`config.mk`:
```
export PLATFORM = sky130hd
export DESIGN_NAME = seq_chunk_adder_flat
export DESIGN_NICKNAME = d
export VERILOG_FILES = /design/src/rtl/seq_chunk_adder_if.sv /design/src/rtl/seq_chunk_adder.sv /design/src/flat_wrapper.sv
export SDC_FILE = /design/constraint.sdc
export NUM_CORES = 1
export LEC_CHECK = 0
export CORE_MARGIN = 5
export CORE_UTILIZATION = 65
export DETAILED_ROUTE_END_ITERATION = 7
export DONT_BUFFER_PORTS = 1
export PLACE_DENSITY = 0.81
export SLEW_MARGIN = 20
export SYNTH_ARGS = -nofsm -noshare
export SYNTH_HDL_FRONTEND = slang
export SYNTH_SLANG_ARGS = --single-unit
```
`constraint.sdc`:
```
create_clock -name clk -period 4.1 [get_ports clk]
set_clock_uncertainty 0.05 [all_clocks]
set_input_delay 0.41 -clock clk [delete_from_list [all_inputs] [get_ports clk]]
set_output_delay 0.41 -clock clk [all_outputs]
set_load 0.05 [all_outputs]
```
`src/rtl/seq_chunk_adder_if.sv`:
```
// Handshake bus for seq_chunk_adder.
// master: drives start/sub/a/b and observes the result.
// slave : the adder; samples the request and drives busy/done/sum/cout/ovf.
interface seq_chunk_adder_if #(
    parameter int unsigned WIDTH = 16
);
    logic             start;
    logic             sub;
    logic [WIDTH-1:0] a;
    logic [WIDTH-1:0] b;
    logic             busy;
    logic             done;
    logic [WIDTH-1:0] sum;
    logic             cout;
    logic             ovf;

    modport master (
        output start, sub, a, b,
        input  busy, done, sum, cout, ovf
    );

    modport slave (
        input  start, sub, a, b,
        output busy, done, sum, cout, ovf
    );
endinterface

```
`src/rtl/seq_chunk_adder.sv`:
```
// Multi-cycle adder/subtractor that pushes CHUNK bits per clock through one
// CHUNK-bit slice, carrying between chunks in a register. WIDTH/CHUNK cycles
// per operation, LSB chunk first.
// Ports:
//   clk  - clock, rising edge
//   rst  - synchronous active-high reset
//   bus  - seq_chunk_adder_if.slave: start/sub/a/b in, busy/done/sum/cout/ovf out
// WIDTH must be >= 2 and a multiple of CHUNK; the interface WIDTH must match.
module seq_chunk_adder #(
    parameter int unsigned WIDTH = 16,
    parameter int unsigned CHUNK = 4
) (
    input  logic               clk,
    input  logic               rst,
    seq_chunk_adder_if.slave   bus
);

    // Bit offset of the current chunk; sized to index the WIDTH-bit vectors.
    localparam int unsigned OFFW = $clog2(WIDTH);
    localparam logic [OFFW-1:0] LAST_OFF = OFFW'(WIDTH - CHUNK);

    typedef enum logic {
        IDLE,
        RUN
    } state_t;

    state_t           state;
    logic [WIDTH-1:0] a_q;
    logic [WIDTH-1:0] b_q;       // already inverted for subtraction
    logic [WIDTH-1:0] sum_q;
    logic [OFFW-1:0]  off_q;
    logic             carry_q;
    logic             busy_q;
    logic             done_q;
    logic             cout_q;
    logic             ovf_q;

    logic [CHUNK-1:0] a_chunk;
    logic [CHUNK-1:0] b_chunk;
    logic [CHUNK-1:0] s_chunk;
    logic [CHUNK:0]   slice_full;
    logic             slice_cout;
    logic             msb_cin;

    // CHUNK-bit full-adder slice on the current chunk.
    always_comb begin
        a_chunk    = a_q[off_q +: CHUNK];
        b_chunk    = b_q[off_q +: CHUNK];
        slice_full = {1'b0, a_chunk} + {1'b0, b_chunk} + {{CHUNK{1'b0}}, carry_q};
        s_chunk    = slice_full[CHUNK-1:0];
        slice_cout = slice_full[CHUNK];
        // Carry into the slice MSB recovered from its sum bit; for CHUNK=1
        // this reduces to carry_q.
        msb_cin    = a_chunk[CHUNK-1] ^ b_chunk[CHUNK-1] ^ s_chunk[CHUNK-1];
    end

    // Control FSM and result registers.
    always_ff @(posedge clk) begin
        if (rst) begin
            state   <= IDLE;
            a_q     <= '0;
            b_q     <= '0;
            sum_q   <= '0;
            off_q   <= '0;
            carry_q <= 1'b0;
            busy_q  <= 1'b0;
            done_q  <= 1'b0;
            cout_q  <= 1'b0;
            ovf_q   <= 1'b0;
        end else begin
            done_q <= 1'b0;
            case (state)
                IDLE: begin
                    if (bus.start) begin
                        a_q     <= bus.a;
                        b_q     <= bus.sub ? ~bus.b : bus.b;
                        carry_q <= bus.sub;   // +1 completes the two's complement
                        off_q   <= '0;
                        sum_q   <= '0;
                        cout_q  <= 1'b0;
                        ovf_q   <= 1'b0;
                        busy_q  <= 1'b1;
                        state   <= RUN;
                    end
                end
                RUN: begin
                    sum_q[off_q +: CHUNK] <= s_chunk;
                    carry_q               <= slice_cout;
                    off_q                 <= off_q + OFFW'(CHUNK);
                    if (off_q == LAST_OFF) begin
                        cout_q <= slice_cout;
                        ovf_q  <= msb_cin ^ slice_cout;
                        done_q <= 1'b1;
                        busy_q <= 1'b0;
                        state  <= IDLE;
                    end
                end
                default: state <= IDLE;
            endcase
        end
    end

    assign bus.busy = busy_q;
    assign bus.done = done_q;
    assign bus.sum  = sum_q;
    assign bus.cout = cout_q;
    assign bus.ovf  = ovf_q;

endmodule

```
`src/flat_wrapper.sv`:
```
// flat-port wrapper written by rule: the top's interface ports become plain ports
module seq_chunk_adder_flat 
#(
    parameter int unsigned WIDTH = 16,
    parameter int unsigned CHUNK = 4
)
  (clk, rst, bus_start, bus_sub, bus_a, bus_b, bus_busy, bus_done, bus_sum, bus_cout, bus_ovf);
  seq_chunk_adder_if #(.WIDTH(WIDTH)) bus_i ();
  input  logic clk;
  input  logic rst;
  input wire logic [$bits(bus_i.start)-1:0] bus_start;
  input wire logic [$bits(bus_i.sub)-1:0] bus_sub;
  input wire logic [$bits(bus_i.a)-1:0] bus_a;
  input wire logic [$bits(bus_i.b)-1:0] bus_b;
  output wire logic [$bits(bus_i.busy)-1:0] bus_busy;
  output wire logic [$bits(bus_i.done)-1:0] bus_done;
  output wire logic [$bits(bus_i.sum)-1:0] bus_sum;
  output wire logic [$bits(bus_i.cout)-1:0] bus_cout;
  output wire logic [$bits(bus_i.ovf)-1:0] bus_ovf;
  assign bus_i.start = bus_start;
  assign bus_i.sub = bus_sub;
  assign bus_i.a = bus_a;
  assign bus_i.b = bus_b;
  assign bus_busy = bus_i.busy;
  assign bus_done = bus_i.done;
  assign bus_sum = bus_i.sum;
  assign bus_cout = bus_i.cout;
  assign bus_ovf = bus_i.ovf;
  seq_chunk_adder #(.WIDTH(WIDTH), .CHUNK(CHUNK)) u_core (.clk(clk), .rst(rst), .bus(bus_i));
endmodule
```
==> results.toml, run 1 <==
[synth]
avgSynthCellArea_sq_um = 9.82
synth_xor_area_share_pct = 6.39
synth_fa_ha_area_share_pct = 5.38
ys_ff_latch = 56
syn_area_sq_um = 2600
synth_top_family_by_area = "compound AO/OA/AOI/OAI gates"
yosys-mux-area-fraction_pct = 7.31
synthCells = 265
syn-num-nets = 311
ys_types = 33
synth-warning-count = 0
yosys.area_share.simple_pct = 15.1
synth_compound_area_share_pct = 17.9
ys_seq_area_share_pct = 43.1

[timing]
tightest_slew_ns = 0.807
final-setup-viol-count = 0
slew_headroom_pct = 46.1
fin_ws_ns = 1.07
post-route-period-util_pct = 74.0
fin_setup_tns_ns = 0
fin_crit_ns = 3.03
hold_viol = 0
rsz0062_at_grt = "false"
max_freq_mhz = 330
maxSlewViolCount = 0

[placement]
gp_congestion = 0.747
hpwlAfterDp_um = 3570
pre_cts_slack_ns = 1.13
port_buffers = 0

[drt]
routed_wl_um = 5200
post_drt_wl_per_cell_um = 17.0
vias_per_cell = 5.97
drt_iter0_drc = 112
vias = 1821
drc = 0
drt-pass1-iter-count = 5
drtAntennaViolNets = 0

[status]
status = "finished clean"

[worst_hold_path]
holdCritStartpoint = "rst"
whs_path_depth = 1
hold_end = "u_core.bus.sum[13]"
hp-class = "input port to register"

[power]
p_per_area_nw_per_um2 = 447
p_leak_uw = 0.000986
irDropWorstVdd_uv = 271

[worst_setup_path]
worstPathArrival_ns = 3.21
cp-end-kind = "register"
r2r-start = "u_core.off_q[3]"
regToRegSetupSlack_ns = 1.07
crit_fanout = 11
crit_family = "adder cells"
timing.rr.end = "u_core.bus.ovf"
crit_required_ns = 4.28
reg2regPathDepth = 7
worst-path-stages = 7
crit_buf_inv = 0
critPathMaxStageDelay_ns = 0.67
cpMaxStageDelayCell = "dfxtp_1"
cp-start-kind = "register"
path_cells = "mux4_2, fa_1, fa_1, a21o_1, a21oi_1, xnor2_1, o31ai_2"
crit_top_cell = "fa_1"
path_class = "register to register"

[cells_and_area]
drive_above_1_share_pct = 13.3
final_util_pct = 69.7
layout.nets = 300
layout_common_cells = "dfxtp_1 (56), nand2_1 (34), nor2_1 (33)"
area_delta_synth_final_pct = 5.58
antenna_cells = 0
layout_commonest_cell = "dfxtp_1"

[cts]
cts_tree = "built"
insertion_delay_ns = 0.31
cts_sinks = 56
clockBufferDepth = 2
clockRootBuffer = "clkbuf_8"
postCtsSetupBuffers = 0
holdBufCountCts = 0
htree_levels = 2
cts_made_buffers = 5
clk_pin_slew_ns = 0.10
ctsResizeCount = 0

[floorplanning]
initial_core_util_pct = 66.0
boundaryPins = 56
dieArea_sq_um = 5370
die_w_um = 73.3
fp-row-count = 23
core_sq_um = 3940
die-height_um = 73.3

[global_route]
grt_max_degree = 62
grt_overflow = 0
antenna_found_initial = 0
grt_pass1_vias = 1865
grt_pass1_wl_um = 8690
grt_usage_pct = 20.6

[run]
max_cap_viol_count = 0
## logic make-up (layout without fill, tap and decap cells)
group / Yosys count / count (layout)
AO/OA/AOI/OAI: 63 / 63
XOR/XNOR: 19 / 19
multiplexers: 9 / 9
AND/OR/NAND/NOR: 86 / 86
adder cells (fa/ha/maj): 10 / 10
buffers and inverters: 22 / 12
flip-flops: 56 / 56
## power by group
| group | total, uW | internal [uW] | switching [uW] |
|---|---|---|---|
| combinational | 146 | 68.3 | 78.0 |
| clock | 479 | 305 | 174 |
| sequential | 604 | 571 | 32.2 |
| total | 1230 | 945 | 284 |
## cell usage after synthesis
master,count,area [sq um]
and2b_1,1,7.51
a21oi_1,22,110
o21ai_1,3,15.0
mux4_2,8,180
xor2_1,2,17.5
buf_4,3,22.5
a21o_1,2,15.0
or2_2,1,6.26
and4bb_2,1,12.5
clkbuf_1,6,22.5
nor2_1,33,124
xnor2_1,17,149
inv_1,2,7.51
and4_1,2,17.5
ha_1,8,100
nand3b_1,4,30.0
dfxtp_1,56,1120
mux2i_1,1,10.0
a22oi_1,12,90.1
a211oi_1,10,75.1
buf_6,3,33.8
nand2b_1,5,31.3
o31ai_2,1,12.5
buf_2,8,40.0
and4b_1,1,10.0
a21oi_2,2,17.5
nor3_1,1,5.00
nand4b_1,1,8.76
a211oi_2,10,125
nor2b_1,2,12.5
fa_1,2,40.0
o21ai_0,1,5.00
nand2_1,34,128
## through the flow
step / hold WS, ns / instances / cell area (sq um) / power, uW
2_1_floorplan: 0.383 / 265 / 2600 / 742
3_3_place_gp: 0.385 / 296 / 2560 / 753
3_5_place_dp: 0.389 / 296 / 2560 / 757
4_1_cts: 0.0983 / 304 / 2720 / 1230
5_1_grt: 0.0898 / 305 / 2750 / 1270
6_report: 0.105 / 305 / 2750 / 1230
## worst register-to-register path, cell delays in order (launching register included)
cell	delay, ns
dfxtp_1	0.67
mux4_2	0.60
fa_1	0.43
fa_1	0.42
a21o_1	0.19
a21oi_1	0.26
xnor2_1	0.14
o31ai_2	0.18
## worst max path at each step
stage                     from              to
6_report       u_core.off_q[3]  u_core.bus.ovf
5_1_grt        u_core.off_q[3]  u_core.bus.ovf
4_1_cts        u_core.off_q[3]  u_core.bus.ovf
3_5_place_dp   u_core.off_q[3]  u_core.bus.ovf
3_3_place_gp   u_core.off_q[3]  u_core.bus.ovf
2_1_floorplan  u_core.off_q[2]  u_core.bus.ovf
## registers in the layout, summed over array words and instances, names as in the netlist
| name | flops |
|---|---|
| u_core.bus.done | 1 |
| u_core.bus.ovf | 1 |
| u_core.state | 1 |
| u_core.bus.busy | 1 |
| u_core.carry_q | 1 |
| u_core.off_q | 2 |
| u_core.bus.cout | 1 |
| u_core.b_q | 16 |
| u_core.a_q | 16 |
| u_core.bus.sum | 16 |
## per-layer routing
| layer | track usage, % | vias up | wire length [um] |
|---|---|---|---|
| li1 | - | 900 | - |
| met1 | 26.2 | 860 | 2250 |
| met2 | 34.5 | 55 | 2590 |
| met3 | 5.88 | 6 | 317 |
| met4 | 5.33 | 0 | 46 |
| met5 | 0 | - | 0 |
## cell type report
class                      count  area [sq um]
clock buffer                   5          68.8
clock inverter                 3          90.1
fill                         289          1190
inverter                       2          7.51
multi-input combinational    187          1360
sequential                    56          1120
tap                           50          62.6
timing repair buffer           2          35.0
No activity file was read; power rests on OpenSTA's default activity.
==> run 2, diff against run 1 <==
--- a/config.mk
+++ b/config.mk
@@ -6,10 +6,10 @@
 export NUM_CORES = 1
 export LEC_CHECK = 0
 export CORE_MARGIN = 5
-export CORE_UTILIZATION = 65
+export CORE_UTILIZATION = 62
 export DETAILED_ROUTE_END_ITERATION = 7
 export DONT_BUFFER_PORTS = 1
-export PLACE_DENSITY = 0.81
+export PLACE_DENSITY = 0.78
 export SLEW_MARGIN = 20
 export SYNTH_ARGS = -nofsm -noshare
 export SYNTH_HDL_FRONTEND = slang
==> constraint.sdc (replaced) <==
create_clock -name clk -period 2.9 [get_ports clk]
set_clock_uncertainty 0.05 [all_clocks]
set_input_delay 0.29 -clock clk [delete_from_list [all_inputs] [get_ports clk]]
set_output_delay 0.29 -clock clk [all_outputs]
set_load 0.05 [all_outputs]
==> run 2 against run 1 <==
- register-to-register slack got worse by 0.88 ns
- hold slack got worse by 0.081 ns
- global-route usage decreased by 0.52 points
- sequential share of layout area increased by 0.51 points
- combinational power increased by 51%
- power increased by 22%
- non-clock buffer count increased by 5
- largest cell class unchanged
- core utilization decreased by 2.3 points
- die area increased by 4.2%
==> results.toml, run 2 (synthesis results as in run 1) <==
[status]
status = "finished clean"

[cts]
holdBufCountCts = 2
clockBufferDepth = 2
insertion_delay_ns = 0.30
cts_sinks = 56
cts_made_buffers = 5
ctsResizeCount = 0
htree_levels = 2
clk_pin_slew_ns = 0.09
cts_tree = "built"
clockRootBuffer = "clkbuf_8"
postCtsSetupBuffers = 0

[run]
max_cap_viol_count = 0

[cells_and_area]
area_delta_synth_final_pct = 4.28
n_fill_cell = 335
layout.nets = 305
final_cells = 310
fin_area_sq_um = 2710
layout_common_cells = "dfxtp_1 (56), nand2_1 (34), nor2_1 (33)"
final_util_pct = 67.4
drive_above_1_share_pct = 13.5
layout_commonest_cell = "dfxtp_1"
antenna_cells = 0

[timing]
fin_setup_tns_ns = 0
max_freq_mhz = 369
tightest_slew_ns = 0.659
maxSlewViolCount = 0
post-route-period-util_pct = 93.5
final-setup-viol-count = 0
hold_viol = 0
slew_headroom_pct = 56.0
fin_crit_ns = 2.71
rsz0062_at_grt = "false"
holdWs_ns = 0.0245

[placement]
place_inst = 299
hpwlAfterDp_um = 3500
dpl-instance-area_sq_um = 2580
gp_congestion = 0.754
port_buffers = 0

[global_route]
antenna_found_initial = 0
grt_max_degree = 45
grt_pass1_wl_um = 8520
grt_overflow = 0
grt_usage_pct = 20.1
grt_pass1_vias = 1855

[drt]
drc = 0
drt-pass1-iter-count = 4
vias_per_cell = 5.92
drtAntennaViolNets = 0
vias = 1836
routed_wl_um = 5110
post_drt_wl_per_cell_um = 16.5
drt_iter0_drc = 110

[power]
p_comb_share_pct = 14.7
p_sw_share_pct = 26.6
internal_power_uw = 1100
switching_power_uw = 399
p_per_area_nw_per_um2 = 553
irDropWorstVdd_uv = 317
p_leak_uw = 0.000975
seqPwrFrac_pct = 56.6
clkPwrFrac_pct = 28.7

[worst_setup_path]
worstPathArrival_ns = 2.89
cp-end-kind = "register"
cp-start-kind = "register"
path_class = "register to register"
crit_top_cell = "fa_1"
crit_required_ns = 3.08
path_cells = "mux4_2, fa_1, fa_1, a21o_1, a21oi_1, xnor2_1, o31ai_2"
critPathMaxStageDelay_ns = 0.54
crit_fanout = 4
cpMaxStageDelayCell = "mux4_2"

[floorplanning]
fp-row-count = 23
core_sq_um = 4030
die-height_um = 74.8
boundaryPins = 56
initial_core_util_pct = 64.6
die_w_um = 74.8
dieArea_sq_um = 5590

[worst_hold_path]
hp-class = "input port to register"
## run 2: area by class of cell
| class | count | area (sq um) | area share (%) |
|---|---|---|---|
| Sequential cell | 56 | 1120 | 41.3 |
| Tap cell | 50 | 62.6 | 2.31 |
| Inverter | 2 | 7.51 | 0.277 |
| Clock buffer | 8 | 90.1 | 3.32 |
| Timing Repair Buffer | 7 | 70.1 | 2.58 |
| Multi-Input combinational cell | 187 | 1360 | 50.2 |
## run 2: power by group through the flow
stage	clock network (uW)	logic [uW]	registers (uW)
2_1_floorplan	0	194	856
5_1_grt	482	244	854
3_3_place_gp	0	201	867
3_5_place_dp	0	203	868
4_1_cts	436	220	850
6_report	430	221	850
## run 2: critical path, delay by kind of cell, from the launching register on
kind                     cells  cell delay, ns
AO/OA/AOI/OAI                3            0.63
flip-flops                   1            0.43
adder cells (fa/ha/maj)      2            0.87
XOR/XNOR                     1            0.12
multiplexers                 1            0.54
## run 2: metal layers
metal  track usage [%]  part of all wire, %  up-vias
met1              23.7                   45      869
met2              34.3                   47       49
met5                 0                    0        -
met4              8.30                  2.0        0
met3              5.87                  6.0        8
li1                  -                    -      910
## run 2: path summary, 6_finish.rpt
path | startpoint | end | slack [ns] | depth (start not counted)
max reg2reg | u_core.off_q[2] | u_core.bus.ovf | 0.19 | 7
min reg2reg | u_core.a_q[0] | u_core.a_q[0] | 0.41 | 2
min | rst | u_core.bus.ovf | 0.02 | 1
max | u_core.off_q[2] | u_core.bus.ovf | 0.19 | 7
## run 2: stage by stage
stage | total power (uW) | setup WS [ns]
global placement | 1070 | 0.281
CTS | 1510 | 0.194
detailed placement | 1070 | 0.208
floorplan | 1050 | 0.114
finish | 1500 | 0.188
global route | 1580 | 0.0443
